$ cat src/rtl/program_loader.sv
`default_nettype none
// ============================================================================
// Module      : program_loader
// Description : Framed byte-stream loader for CPU program memory. Accepts
//               SYNC, ADDR_HI, ADDR_LO, LEN_HI, LEN_LO, payload, CSUM from a
//               valid/ready host byte source, writes the payload to memory,
//               and releases the CPU from reset once the checksum verifies.
// Ports       : clk, reset      - clock / asynchronous active-high reset
//               in_valid/in_data/in_ready - host byte stream
//               load_req        - re-arm pulse out of DONE/ERROR
//               mem_we/mem_addr/mem_wdata - memory write port
//               cpu_reset/start_pc        - CPU control
//               done/error/busy           - status
// Revision    : 1.0 - initial release
// ============================================================================
module program_loader #(
    parameter logic [7:0]  SYNC_BYTE  = 8'hA5,
    parameter logic [15:0] DEFAULT_PC = 16'h8000
) (
    input  logic        clk,
    input  logic        reset,
    input  logic        in_valid,
    input  logic [7:0]  in_data,
    output logic        in_ready,
    input  logic        load_req,
    output logic        mem_we,
    output logic [15:0] mem_addr,
    output logic [7:0]  mem_wdata,
    output logic        cpu_reset,
    output logic [15:0] start_pc,
    output logic        done,
    output logic        error,
    output logic        busy
);

    typedef enum logic [3:0] {
        S_IDLE    = 4'd0,
        S_ADDR_HI = 4'd1,
        S_ADDR_LO = 4'd2,
        S_LEN_HI  = 4'd3,
        S_LEN_LO  = 4'd4,
        S_DATA    = 4'd5,
        S_CSUM    = 4'd6,
        S_DONE    = 4'd7,
        S_ERROR   = 4'd8
    } state_t;

    state_t      r_state;
    logic [7:0]  r_addr_hi;
    logic [7:0]  r_len_hi;
    logic [7:0]  r_sum;
    logic [15:0] r_frame_addr;
    logic [15:0] r_next_addr;
    logic [15:0] r_count;

    logic        w_accept;
    logic [7:0]  w_csum;

    // No backpressure while a frame can be received; DONE/ERROR block input
    // until the host re-arms with load_req.
    assign in_ready = (r_state != S_DONE) && (r_state != S_ERROR);
    assign busy     = (r_state != S_IDLE) && (r_state != S_DONE) && (r_state != S_ERROR);
    assign w_accept = in_valid && in_ready;
    assign w_csum   = r_sum + in_data;

    always_ff @(posedge clk or posedge reset) begin
        if (reset) begin
            r_state      <= S_IDLE;
            r_addr_hi    <= 8'h00;
            r_len_hi     <= 8'h00;
            r_sum        <= 8'h00;
            r_frame_addr <= 16'h0000;
            r_next_addr  <= 16'h0000;
            r_count      <= 16'h0000;
            mem_we       <= 1'b0;
            mem_addr     <= 16'h0000;
            mem_wdata    <= 8'h00;
            cpu_reset    <= 1'b1;
            start_pc     <= DEFAULT_PC;
            done         <= 1'b0;
            error        <= 1'b0;
        end else begin
            mem_we <= 1'b0;
            case (r_state)
                S_IDLE: begin
                    // Anything other than the sync marker is discarded.
                    if (w_accept && (in_data == SYNC_BYTE)) begin
                        r_sum   <= 8'h00;
                        r_state <= S_ADDR_HI;
                    end
                end
                S_ADDR_HI: begin
                    if (w_accept) begin
                        r_addr_hi <= in_data;
                        r_state   <= S_ADDR_LO;
                    end
                end
                S_ADDR_LO: begin
                    if (w_accept) begin
                        r_frame_addr <= {r_addr_hi, in_data};
                        r_next_addr  <= {r_addr_hi, in_data};
                        r_state      <= S_LEN_HI;
                    end
                end
                S_LEN_HI: begin
                    if (w_accept) begin
                        r_len_hi <= in_data;
                        r_state  <= S_LEN_LO;
                    end
                end
                S_LEN_LO: begin
                    if (w_accept) begin
                        r_count <= {r_len_hi, in_data};
                        if ({r_len_hi, in_data} == 16'h0000) begin
                            r_state <= S_CSUM;
                        end else begin
                            r_state <= S_DATA;
                        end
                    end
                end
                S_DATA: begin
                    // Payload bytes (including SYNC values) are plain data.
                    if (w_accept) begin
                        mem_we      <= 1'b1;
                        mem_addr    <= r_next_addr;
                        mem_wdata   <= in_data;
                        r_next_addr <= r_next_addr + 16'h0001;
                        r_sum       <= w_csum;
                        r_count     <= r_count - 16'h0001;
                        if (r_count == 16'h0001) begin
                            r_state <= S_CSUM;
                        end
                    end
                end
                S_CSUM: begin
                    if (w_accept) begin
                        if (w_csum == 8'h00) begin
                            done      <= 1'b1;
                            start_pc  <= r_frame_addr;
                            cpu_reset <= 1'b0;
                            r_state   <= S_DONE;
                        end else begin
                            // Memory already written is left as is.
                            error   <= 1'b1;
                            r_state <= S_ERROR;
                        end
                    end
                end
                S_DONE, S_ERROR: begin
                    if (load_req) begin
                        done      <= 1'b0;
                        error     <= 1'b0;
                        cpu_reset <= 1'b1;
                        r_state   <= S_IDLE;
                    end
                end
                default: begin
                    r_state <= S_IDLE;
                end
            endcase
        end
    end

endmodule
`default_nettype wire

$ cat config.mk
export PLATFORM = sky130hd
export DESIGN_NAME = program_loader
export DESIGN_NICKNAME = d
export VERILOG_FILES = /design/src/rtl/program_loader.sv
export SDC_FILE = /design/constraint.sdc
export NUM_CORES = 1
export LEC_CHECK = 0
export CORE_ASPECT_RATIO = 0.9
export CORE_MARGIN = 8
export CORE_UTILIZATION = 45
export CTS_CLUSTER_SIZE = 16
export DETAILED_ROUTE_END_ITERATION = 10
export GPL_ROUTABILITY_DRIVEN = 0
export GPL_TIMING_DRIVEN = 0
export PLACE_DENSITY = 0.7
export SLEW_MARGIN = 40
export SYNTH_ARGS = -nofsm -noshare
export SYNTH_HDL_FRONTEND = slang
export SYNTH_SLANG_ARGS = --single-unit
$ cat constraint.sdc
create_clock -name clk -period 4.5 [get_ports clk]
set_clock_uncertainty 0.2 [all_clocks]
set_input_delay 1.35 -clock clk [delete_from_list [all_inputs] [get_ports clk]]
set_output_delay 1.35 -clock clk [all_outputs]
set_load 0.01 [all_outputs]
# [Yosys cells after proc, flatten, opt, wreduce, memory -nomap -nowiden]
# Cells that the tools add are included.
[classes] n_addsub=3 n_eq_ne=23 muxes=34 reduce_logical=25
[op_table] op="two-way mux 16 bit" count=4
[op_table] op="case mux 16 bit (2 select lines)" count=2
[op_table] op="two-way mux 4 bit" count=10
[op_table] op="case mux 4 bit (8 select lines)" count=1
[op_table] op="!= test 2 bit, second input constant" count=11
[op_table] op="adder 16 x 1 -> 16 bit, second input constant" count=1
[op_table] op="equality test 16 x 1 -> 1 bit, second input constant" count=1
[op_table] op="equality test 4 x 3 -> 1 bit, second input constant" count=4
[op_table] op="zero test 16 bit" count=1
[op_table] op="two-way mux 8 bit" count=2
[op_table] op="case mux 8 bit (2 select lines)" count=1
[op_table] op="subtractor 16 x 1 -> 16 bit, second input constant" count=1
[op_table] op="AND reduction 3 bit" count=4
[op_table] op="two-way mux 1 bit" count=10
[op_table] op="AND reduction 9 bit" count=1
[op_table] op="adder 8 bit" count=1
[op_table] op="equality test 4 x 2 -> 1 bit, second input constant" count=2
[op_table] op="equality test 8 bit, second input constant" count=1
[op_table] op="zero test 8 bit" count=1
[op_table] op="AND reduction 2 bit" count=4
[op_table] op="AND reduction 4 bit" count=2
[op_table] op="nonzero test 2 bit" count=4
[op_table] op="case mux 1 bit (2 select lines)" count=3
[op_table] op="logical AND 1 bit" count=5
[op_table] op="other kinds (8)" count=8
[word_totals] register_bits=120 in_bits=12 output_inout_bits=46

# [Longest topological paths before layout]
# Gate-level depths: netlist (run 1).
[depth] ltp_word=6 mapped_depth=9 ltp_nobuf=8

# [Least setup slack after synthesis (run 1)]
# No wires, ideal clock.
[synth_timing] kind="input port to flip-flop" from="input in_data[0]" to="register start_pc[3]" setup_ns=0.128 t_arrival_ns=3.498 setup_slack_ns=0.675 path_stages=9 path_buffers=1 cell_sequence="ha_1 fa_1 a211oi_1 nor2_1 xor2_1 nor3_2 nand3_2 buf_2 mux2_1"
[synth_via] elab_chain_cells=3
[synth_lines] element="start: declaration" line="23" source="input logic [7:0] in_data,"
[synth_lines] element="adder 8 bit" line="64" source="assign w_csum = r_sum + in_data;"
[synth_lines] element="zero test 8 bit" line="137" source="if (w_csum == 8'h00) begin"
[synth_lines] element="AND reduction 3 bit (no line)"
[synth_lines] element="end signal: assignment" line="139" source="start_pc <= r_frame_addr;"
[synth_lines] element="end: declaration" line="30" source="output logic [15:0] start_pc,"
# No other way between the ends.
# A chain may end at the register's enable or synchronous reset.

# [Worst setup path in the final report (run 1)]
[layout_timing] from="input in_data[0]" to="register start_pc[4]"
# The elaborated chain is that of the path after synthesis.

==> flow_summary.ini, run 1 <==
[detailed_routing]
vias = 5012
drt-pass1-iter-count = 6
wire_per_inst_um = 18.3
routed_wl_mm = 15.8
antenna_left = 0
post-route-drc-count = 0
drt_iter0_markers = 601
vias_per_cell = 5.81

[clock_network]
clockBufferDepth = 2
cts_tree = yes
cts_hold_buf = 0
clock-sinks = 120
htreeDepth = 4
cts_made_buffers = 17
clk_latency_ns = 0.42
cts-root-buf = clkbuf_16
clkTransAtPathRegs_ns = 0.06

[floorplanning]
pin_count = 58
num_rows = 39
die_w_um = 135
fp.dieArea_sq_um = 16700
start_util_pct = 45.7
core-area_sq_um = 12600
die_height_um = 124

[logic_synthesis]
synth_edf_count = 0
synthTopCellsByCount = 142 x nand2_1, 118 x dfrtp_1, 46 x o21ai_0
synth_largest_area_cell = dfrtp_1
yosysMostFrequentCell = nand2_1
synth_cell_types = 63
yosys.area.top_type_share_pct = 51.1
ys_async_sr_fraction_pct = 100
ys_ff_latch = 120
synth-seq-area-share_pct = 52.0
synth.area.top_cells = dfrtp_1 51%, nand2_1 9.2%, mux2_2 5.3%, o21ai_0 4.0%, a21oi_1 3.8%
avgSynthCellArea_sq_um = 9.55
mappedNetlistArea_sq_um = 5780
syn_inst = 605
synthFlopType = dfrtp_1
ys_warn_count = 0
synth_nets = 628

[timing]
worst_slew_pin_slew_ns = 0.662
max_freq_mhz = 229
rsz0062_at_grt = no
hold_viol = 0
post-route-period-util_pct = 97.1
tns_ns = 0
relSlewSlack_pct = 55.7
period_needed_ns = 4.37
drv_slew = 0
setup_viol = 0

[pwr]
p_sw_mw = 2.01
p_comb_share_pct = 37.7
p_per_area_nw_per_um2 = 716
swShare_pct = 38.6
power.internal_mw = 3.19
p_leak_nw = 3.32
vdd_drop_max_mv = 0.323
p_seq_share_pct = 36.5
clkPwrFrac_pct = 25.8

[run_status]
status = finished clean

[critical_path]
crit_buf_inv = 2
cp_slowest_cell = dlygate4sd2_1
cp_top_family = adder cells
crit_path_max_fanout = 10
r2r-end = start_pc[4]
r2r_slack_ns = 1.24
worst_r2r_path_depth = 9
end_kind = flip-flop
critPathKind = input pin to flip-flop
regToRegStartpoint = r_sum[0]
cp.required_ns = 4.60
start_kind = input pin
cpPeakStageDelay_ns = 0.44
cp.arrival_ns = 4.47
worstPathCellList = dlygate4sd2_1 > ha_1 > fa_1 > a211oi_1 > nor2_1 > xor2_1 > nor3_2 > nand3_4 > buf_2 > mux2_1

[global_route]
grt_max_degree = 28
grt_usage_pct = 19.6
grt_pass1_wl_mm = 25.6
grt_pass1_vias = 4966
antenna_found_initial = 0
grt.overflow.total = 0

[finish]
diodes = 0
final_nets = 708
drive_gt1_share_pct = 11.5
areaGrowthSynthToFinish_pct = 25.6
fin_util_pct = 57.4

[placed_design]
port_buffers = 56
dp_hpwl_mm = 11.0

[hold_path]
min_path_cells = 2
worstHoldEndpoint = r_frame_addr[14]
hold_start = r_frame_addr[14]
hp-class = flip-flop to flip-flop

[job]
maxCapViolCount = 0
final cells by class:
type / instances / area (sq um)
Sequential cell: 120 / 3010
Timing Repair Buffer: 61 / 677
Buffer: 29 / 119
Multi-Input combinational cell: 442 / 2610
Inverter: 14 / 56.3
Fill cell: 1095 / 5380
Clock inverter: 14 / 149
Clock buffer: 18 / 439
Tap cell: 164 / 205
layout by cell type, fill, tap and decap left out, types with 3 or more instances in the layout:
cell type          n
a21oi_1           44
a22o_1             7
a22oi_1            4
a31oi_1            8
a32oi_1            3
and3_1             7
buf_12             3
clkbuf_1          24
clkbuf_16         17
clkdlybuf4s50_1   54
clkinv_2           4
clkinv_4           4
dfrtp_1          118
ha_1              10
inv_1             13
inv_6              3
mux2_1             8
mux2_2            27
mux2i_1            3
nand2_1          142
nand3_1           15
nand4_1            5
nor2_1            34
nor2b_1            4
nor3_1            10
nor4_1             9
o21ai_0           46
o22ai_1            6
or3_1              3
xor2_1             4
per-layer routing:
layer	global-route usage [%]	vias up	wire length, um
met4	7.76	0	371
met1	26.3	2455	7050
li1	-	2310	-
met3	5.52	35	1370
met2	29.6	212	6970
met5	0	-	0
cell families after synthesis:
| group | count (synthesis) | synth area share [%] |
|---|---|---|
| adders and majority gates | 11 | 2.51 |
| buffers and inverters | 43 | 2.97 |
| AOI/OAI and AO/OA | 139 | 14.6 |
| DFF | 120 | 52.0 |
| muxes | 38 | 7.34 |
| xor gates and xnor gates | 5 | 0.758 |
| and+or+nand+nor | 249 | 19.8 |
state kept, by name, summed over array words and instances, names as in the netlist, 16 cells and up:
name          count
r_count          16
r_frame_addr     16
r_next_addr      16
start_pc         16
mem_addr         16
power by group through the flow:
| stage | Clock, mW | Combinational [mW] | Sequential, mW |
|---|---|---|---|
| 2_1_floorplan | 0 | 1.26 | 1.84 |
| 3_3_place_gp | 0 | 1.84 | 1.87 |
| 3_5_place_dp | 0 | 1.93 | 1.90 |
| 4_1_cts | 1.36 | 1.94 | 1.89 |
| 5_1_grt | 1.42 | 2.17 | 1.95 |
| 6_report | 1.34 | 1.96 | 1.90 |
worst max-delay path by stage:
stage / depth (start not counted) / to / slack, ns / start
detailed placement: 10 / start_pc[4] / -0.70 / in_data[0]
floorplan: 9 / start_pc[3] / 0.67 / in_data[0]
finish: 10 / start_pc[4] / 0.13 / in_data[0]
global placement: 10 / start_pc[6] / -0.60 / in_data[0]
CTS: 9 / start_pc[4] / 0.01 / in_data[1]
global route: 10 / start_pc[6] / 0.01 / in_data[0]
worst register-to-register path, stage by stage, from the launching register on:
cell	delay, ns
dfrtp_1	0.39
ha_1	0.22
fa_1	0.42
a211oi_1	0.40
nor2_1	0.11
xor2_1	0.18
nor3_2	0.38
nand3_4	0.23
buf_2	0.27
mux2_1	0.34
per-stage QoR:
step	hold slack, ns	area (sq um)	cells	worst slack, ns	power [mW]
after floorplan	0.238	5780	605	0.675	3.10
after global placement	0.258	6550	825	-0.598	3.72
after detailed placement	0.260	6660	830	-0.699	3.83
after CTS	0.273	7250	862	0.0141	5.19
after global routing	0.306	7260	862	0.0136	5.53
final	0.268	7260	862	0.129	5.20
what timing repair did:
| action | 4_1_cts | 5_1_grt |
|---|---|---|
| gates resized for setup | 1 | 2 |
| setup buffers | 0 | 0 |
| setup endpoints to repair | 7 | 7 |
| endpoints found under the hold margin | 0 | 0 |
No activity file was read; power rests on OpenSTA's default activity.
==> inputs of run 2 (changes only) <==
--- a/config.mk
+++ b/config.mk
@@ -12,7 +12,7 @@
 export DETAILED_ROUTE_END_ITERATION = 10
 export GPL_ROUTABILITY_DRIVEN = 0
 export GPL_TIMING_DRIVEN = 0
-export PLACE_DENSITY = 0.7
+export PLACE_DENSITY = 0.68
 export SLEW_MARGIN = 40
 export SYNTH_ARGS = -nofsm -noshare
 export SYNTH_HDL_FRONTEND = slang
==> run 2 against run 1 <==
Via count grew 0.14%. Core utilization grew 0.079 points. Count of clock-buffer cells in the layout is 1 higher. Sequential share of layout area shrank 0.057 points. Critical endpoint is now start_pc[3]. Total power barely moved. Critical path depth fell by 1.
==> flow_summary.ini, run 2 (same netlist as run 1, synthesis figures left out) <==
[pwr]
vdd_drop_max_mv = 0.319
p_per_area_nw_per_um2 = 716
p_leak_nw = 3.30

[timing]
drv_slew = 0
worst_slew_pin_slew_ns = 0.699
rsz0062_at_grt = no
hold_viol = 0
fin_hold_ws_ns = 0.268
period_needed_ns = 4.31
post-route-period-util_pct = 95.8
relSlewSlack_pct = 53.4
max_freq_mhz = 232
setup_viol = 0

[clock_network]
htreeDepth = 4
clk_latency_ns = 0.42
clock-sinks = 120
clkTransAtPathRegs_ns = 0.05
cts-root-buf = clkbuf_16
clockBufferDepth = 2
cts_tree = yes
cts_setup_buffers = 0
cts_made_buffers = 17

[detailed_routing]
routed_wl_mm = 15.7
vias_per_cell = 5.82
drt_iter0_markers = 543
drt-pass1-iter-count = 8
antenna_left = 0
vias = 5019
post-route-drc-count = 0
wire_per_inst_um = 18.2

[job]
maxCapViolCount = 0

[floorplanning]
die_height_um = 124
num_rows = 39
pin_count = 58
die_w_um = 135
core-area_sq_um = 12600
fp.dieArea_sq_um = 16700
start_util_pct = 45.7

[global_route]
grt.overflow.total = 0
grt_usage_pct = 19.6
grt_max_degree = 27
antenna_found_initial = 0
grt_pass1_wl_mm = 25.5
grt_pass1_vias = 4983

[finish]
final_nets = 708
diodes = 0
mostFrequentLayoutCell = nand2_1
areaGrowthSynthToFinish_pct = 25.8
mostFrequentLayoutCells = 142 x nand2_1, 118 x dfrtp_1, 54 x clkdlybuf4s50_1
fin_util_pct = 57.5
drive_gt1_share_pct = 11.6

[run_status]
status = finished clean

[hold_path]
hp-class = flip-flop to flip-flop
min_path_cells = 2

[critical_path]
critPathKind = input pin to flip-flop
cp.required_ns = 4.60
cp-endpoint = start_pc[3]
regToRegStartpoint = r_sum[0]
r2r_slack_ns = 1.37
r2r-end = start_pc[3]
end_kind = flip-flop
cp.arrival_ns = 4.41
cp-startpoint = in_data[4]
start_kind = input pin
worst_r2r_path_depth = 9
crit_path_max_fanout = 10

[placed_design]
dp_hpwl_mm = 10.8
port_buffers = 56
## run 2: cell count changes in the layout (fill, tap and decap cells not counted), sizes merged
cell / delta
clkinv: -3
clkinvlp: +3
clkbuf: +1
dlygate4sd2: +1
dlymetal6s2s: -1
inv: -1
## run 2: worst min-delay path by stage
stage | to | slack [ns] | start
floorplan | r_frame_addr[3] | 0.24 | r_frame_addr[3]
global placement | mem_wdata[3] | 0.26 | mem_wdata[3]
CTS | r_frame_addr[2] | 0.27 | r_frame_addr[2]
finish | r_frame_addr[2] | 0.27 | r_frame_addr[2]
global route | r_frame_addr[7] | 0.29 | r_frame_addr[7]
detailed placement | r_frame_addr[3] | 0.26 | r_frame_addr[3]
## run 2: layout make-up
| cell class | instances | area (sq um) |
|---|---|---|
| Tap cell | 164 | 205 |
| Multi-Input combinational cell | 442 | 2620 |
| Clock inverter | 13 | 144 |
| Buffer | 29 | 119 |
| Timing Repair Buffer | 61 | 673 |
| Clock buffer | 19 | 453 |
| Sequential cell | 120 | 3010 |
| Fill cell | 1067 | 5370 |
| Inverter | 14 | 56.3 |
## run 2: stage by stage
| step | TNS, ns | cells | instance area (sq um) | setup slack, ns | power, mW |
|---|---|---|---|---|---|
| global route | 0 | 862 | 7270 | 0.0465 | 5.53 |
| global placement | -8.05 | 825 | 6550 | -0.605 | 3.72 |
| CTS | 0 | 862 | 7260 | 0.0961 | 5.20 |
| finish | 0 | 862 | 7270 | 0.188 | 5.20 |
| detailed placement | -8.92 | 830 | 6660 | -0.654 | 3.82 |
| floorplan | 0 | 605 | 5780 | 0.675 | 3.10 |
## run 2: metal layers
layer | global-route usage (%) | part of all wire (%) | vias to the layer above
li1 | - | - | 2306
met1 | 25.4 | 43 | 2462
met2 | 30.2 | 46 | 221
met3 | 5.93 | 9.3 | 30
met4 | 8.25 | 2.3 | 0
met5 | 0 | 0 | -
## run 2: what timing repair did
item,4_1_cts,5_1_grt
cloned,0,0
setup endpoints to repair,7,7
hold buffers,0,0
resized for setup,2,2
pin swaps,0,0
## run 2: critical path, stage by stage
cell             delay (ns)
clkdlybuf4s50_1        0.77
ha_1                   0.57
o21ai_0                0.14
o21ai_0                0.25
nand3_1                0.15
nor3_2                 0.35
nand3_4                0.22
buf_2                  0.26
mux2_1                 0.33
## run 2: power breakdown
part,total (mW),internal (mW),switching [mW],leakage [nW]
Clock,1.36,0.846,0.510,0.282
Sequential,1.89,1.52,0.370,1.51
Combinational,1.96,0.847,1.11,1.51
Total,5.20,3.21,1.99,3.30
